[src/rtl/cdc_fifo_wptr_full.sv]
// Write-domain pointer logic for a dual-clock FIFO: owns the binary and Gray write pointers.
// It also synchronizes the read pointer into this domain and derives full, almost-full, fill count and sticky overflow.
module cdc_fifo_wptr_full #(
  parameter int ADDR_SIZE          = 4,
  parameter int ALMOST_FULL_MARGIN = 2
) (
  input  logic                 w_clk,
  input  logic                 w_rst,
  input  logic                 w_inc,
  input  logic [ADDR_SIZE:0]   r_ptr,
  input  logic                 w_overflow_clr,
  output logic [ADDR_SIZE:0]   w_ptr,
  output logic [ADDR_SIZE-1:0] w_addr,
  output logic                 w_mem_en,
  output logic                 w_full,
  output logic                 w_almost_full,
  output logic [ADDR_SIZE:0]   w_count,
  output logic                 w_overflow
);

  localparam int A = ADDR_SIZE;
  localparam logic [A:0] AF_LEVEL = (A+1)'((1 << A) - ALMOST_FULL_MARGIN);

  logic [A:0] w_bin_q, w_bin_d;
  logic [A:0] w_ptr_q, w_ptr_d;
  logic [A:0] w_q1_rptr_q, w_q1_rptr_d;
  logic [A:0] w_q2_rptr_q, w_q2_rptr_d;
  logic [A:0] w_count_q, w_count_d;
  logic       w_full_q, w_full_d;
  logic       w_almost_full_q, w_almost_full_d;
  logic       w_overflow_q, w_overflow_d;
  logic [A:0] q2_rbin;
  logic [A:0] fill_next;

  // Gray-to-binary: each binary bit is the XOR of all Gray bits at or above it.
  genvar gi;
  generate
    for (gi = 0; gi <= A; gi++) begin : g_gray2bin
      assign q2_rbin[gi] = ^(w_q2_rptr_q >> gi);
    end
  endgenerate

  assign w_mem_en = w_inc & ~w_full_q;

  always_comb begin
    w_q1_rptr_d = r_ptr;
    w_q2_rptr_d = w_q1_rptr_q;
    w_bin_d     = w_bin_q + {{A{1'b0}}, w_mem_en};
    w_ptr_d     = (w_bin_d >> 1) ^ w_bin_d;
    fill_next   = w_bin_d - q2_rbin;
    // Flags use the next write pointer so an accepted write shows up with zero lag.
    w_full_d        = (w_ptr_d == {~w_q2_rptr_q[A:A-1], w_q2_rptr_q[A-2:0]});
    w_count_d       = fill_next;
    w_almost_full_d = (fill_next >= AF_LEVEL);
    w_overflow_d    = w_overflow_q;
    if (w_inc && w_full_q) begin
      w_overflow_d = 1'b1;
    end else if (w_overflow_clr) begin
      w_overflow_d = 1'b0;
    end
  end

  always_ff @(posedge w_clk) begin
    if (w_rst) begin
      w_bin_q         <= '0;
      w_ptr_q         <= '0;
      w_q1_rptr_q     <= '0;
      w_q2_rptr_q     <= '0;
      w_count_q       <= '0;
      w_full_q        <= 1'b0;
      w_almost_full_q <= 1'b0;
      w_overflow_q    <= 1'b0;
    end else begin
      w_bin_q         <= w_bin_d;
      w_ptr_q         <= w_ptr_d;
      w_q1_rptr_q     <= w_q1_rptr_d;
      w_q2_rptr_q     <= w_q2_rptr_d;
      w_count_q       <= w_count_d;
      w_full_q        <= w_full_d;
      w_almost_full_q <= w_almost_full_d;
      w_overflow_q    <= w_overflow_d;
    end
  end

  assign w_ptr         = w_ptr_q;
  assign w_addr        = w_bin_q[A-1:0];
  assign w_full        = w_full_q;
  assign w_almost_full = w_almost_full_q;
  assign w_count       = w_count_q;
  assign w_overflow    = w_overflow_q;

endmodule

[config.mk]
export PLATFORM = sky130hd
export DESIGN_NAME = cdc_fifo_wptr_full
export DESIGN_NICKNAME = d
export VERILOG_FILES = /design/src/rtl/cdc_fifo_wptr_full.sv
export SDC_FILE = /design/constraint.sdc
export NUM_CORES = 1
export LEC_CHECK = 0
export CAP_MARGIN = 20
export CORE_MARGIN = 5
export CORE_UTILIZATION = 40
export CTS_CLUSTER_SIZE = 12
export DETAILED_ROUTE_END_ITERATION = 7
export PLACE_DENSITY = 0.66
export SYNTH_ARGS = -nofsm -noshare
export SYNTH_HDL_FRONTEND = slang
export SYNTH_SLANG_ARGS = --single-unit
[constraint.sdc]
create_clock -name w_clk -period 3.7 [get_ports w_clk]
set_clock_uncertainty 0.2 [all_clocks]
set_input_delay 0.555 -clock w_clk [delete_from_list [all_inputs] [get_ports w_clk]]
set_output_delay 0.555 -clock w_clk [all_outputs]
set_load 0.05 [all_outputs]
==> impl_metrics.tcl <==
set metrics [dict create \
    overflow 0 \
    vdd_ir_drop_max_mv 0.355 \
    power_switching_share 0.339 \
    maxSlewViolCount 0 \
    clk_latency_ps 320 \
    grt_use_total 0.107 \
    cap_violations 0 \
    io_pins 27 \
    min_path_type "flip-flop to flip-flop" \
    whs_ps 252 \
    die_height_um 63.9 \
    pwr_density_cell_mw_per_mm2 455 \
    setup_viol_count_final 0 \
    yosysUniqueCellTypes 31 \
    power_frac_seq 0.478 \
    antenna_cells 0 \
    r2r_cells 11 \
    power.share.combinational 0.341 \
    internal_power_mw 0.452 \
    finish.utilization 0.545 \
    synth.net_count 125 \
    vias 838 \
    clock_path_buffers 2 \
    slowest_delay_ps 530 \
    gp_congestion 0.831 \
    total_power_mw 0.683 \
    cp-end-kind "flip-flop" \
    design_area_mm2 0.00150 \
    dpl.cell_count 168 \
    required_ps 3760 \
    dp_hpwl_um 1580 \
    num_rows 19 \
    seq_area_frac_synth 0.466 \
    fin_crit_ps 3220 \
    clock-root-buffer "clkbuf_4" \
    htreeDepth 1 \
    dpl_cell_area_mm2 0.00148 \
    grt_max_degree 16 \
    cts_num_sinks 27 \
    synth_area_mm2 0.00116 \
    io_buffer_count 26 \
    dpl_worst_slack_ps 206 \
    vias_per_cell 4.87 \
    final_nets 157 \
    hold-path-cell-count 1 \
    drc 0 \
    tightest_slew_ps 535 \
    clockPowerShare 0.181 \
    syn_area_per_cell_um2 10.5 \
    postCtsHoldBufs 0 \
    clkTransAtPathRegs_ps 140 \
    grt_pass1_wl_um 3500 \
    routedWlPerCell_um 11.4 \
    antenna_found_initial 0 \
    first_global_vias 810 \
    drtPass1Iterations 4 \
    path_class "flip-flop to flip-flop" \
    path_cells "xnor2_1, xor2_1, xor2_1, xnor2_1, ha_1, fa_1, nor2b_1, or2_2, a211oi_2, or4b_4, o211ai_2" \
    synth_seq_cells 27 \
    fmax_mhz 310 \
    synthCells 110 \
    area_growth_pct 29.6 \
    power_switching_mw 0.232 \
    crit_fanout 7 \
    critPathLaunchType "flip-flop" \
    numCtsBuffers 3 \
    fin_setup_tns_ps 0 \
    antenna_left 0 \
    wirelength_um 1970 \
    cts_resized 0 \
    cp.arrival_ps 3290 \
    drive_above_1_share 0.113 \
    die_w_um 63.9 \
    final_cells 172 \
    cts_setup_buffers 0 \
    status "finished, final reports clean" \
    core_mm2 0.00276 \
    finalCritPeriodShare 0.871 \
    drt_iter0_markers 12 \
    max_slew_margin 0.642 \
    cts_tree "done" \
    start_util 0.421 \
    yosysWarnings 0 \
    die-area_mm2 0.00408 \
    final_hold_viol_count 0 \
    fillers 250 \
    cp_slowest_cell "or4b_4" \
    rsz0062_at_grt "false" \
    p_leak_nw 0.615 \
    setup_ws_ps 477 \
]
[flip-flops by register name (all words and copies together) (netlist names)]
register	flops
w_almost_full	1
w_q2_rptr_q	5
w_bin_q	5
w_count	5
w_overflow	1
w_q1_rptr_q	5
w_ptr	4
w_full	1
[critical path, delay by kind of cell, from the launching register on]
family	cells	cell delay (ps)
xor gates and xnor gates	4	820
and+or+nand+nor	3	910
DFF	1	470
adders and majority gates	2	620
AOI/OAI and AO/OA	2	140
[cell families after synthesis]
group           Yosys count  synth area share
flops                    27             0.466
xor+xnor                 19             0.173
fa+ha+maj                 6            0.0712
compound gates           10            0.0712
buf+inv                   6            0.0194
simple gates             42             0.200
[final timing paths]
| path | startpoint | end | slack, ps |
|---|---|---|---|
| max | w_q2_rptr_q[3] | w_almost_full | 480 |
| min | w_q1_rptr_q[2] | w_q2_rptr_q[2] | 250 |
| max reg2reg | w_q2_rptr_q[3] | w_almost_full | 480 |
| min reg2reg | w_q1_rptr_q[2] | w_q2_rptr_q[2] | 250 |
[Yosys cell counts (all sizes together)]
cell | count | area share
a211oi | 2 | 0.017
and3 | 2 | 0.011
dfxtp | 27 | 0.47
a21o | 1 | 0.0065
o21ai | 2 | 0.0086
xnor2 | 9 | 0.074
a21oi | 2 | 0.0086
or4b | 1 | 0.012
or3 | 1 | 0.0054
nor3b | 1 | 0.0065
nand2 | 2 | 0.0065
o211ai | 2 | 0.017
inv | 4 | 0.013
nor2b | 13 | 0.070
a221oi | 1 | 0.013
fa | 1 | 0.017
clkbuf | 2 | 0.0065
nor2 | 13 | 0.042
nand3 | 3 | 0.017
xor2 | 10 | 0.098
nor3 | 3 | 0.013
ha | 5 | 0.054
nand2b | 2 | 0.011
or2 | 1 | 0.0054
[routing by layer]
| layer | share of wire | up-vias | GRT usage |
|---|---|---|---|
| li1 | - | 424 | - |
| met1 | 0.43 | 388 | 0.122 |
| met2 | 0.49 | 19 | 0.171 |
| met3 | 0.050 | 7 | 0.0315 |
| met4 | 0.031 | 0 | 0.0753 |
| met5 | 0 | - | 0 |
[area by class of cell]
type	count	area, um^2	share of cell area
timing repair buffer	29	283	0.188
inverter	4	15.0	0.00999
sequential	27	541	0.360
clock buffer	4	26.3	0.0175
multi-input combinational	77	599	0.399
tap	31	38.8	0.0258
[placed cells by master, fill, tap and decap left out, types with 2 or more instances in the layout]
cell type	n
and3_1	2
dfxtp_1	27
inv_1	4
ha_1	5
a21oi_1	2
nand3_1	2
nor3_1	3
xnor2_1	8
xor2_1	8
nand2_1	2
nand2b_1	2
clkbuf_4	3
buf_4	3
clkdlybuf4s50_1	26
nor2_1	13
nor2b_1	12
[power groups by stage]
stage | registers, mW | clock network (mW) | logic (mW)
2_1_floorplan | 0.406 | 0 | 0.0910
3_3_place_gp | 0.332 | 0 | 0.234
3_5_place_dp | 0.334 | 0 | 0.235
4_1_cts | 0.327 | 0.130 | 0.237
5_1_grt | 0.331 | 0.146 | 0.251
6_report | 0.326 | 0.123 | 0.233
Note: power is estimated with default switching activity, not from simulation.
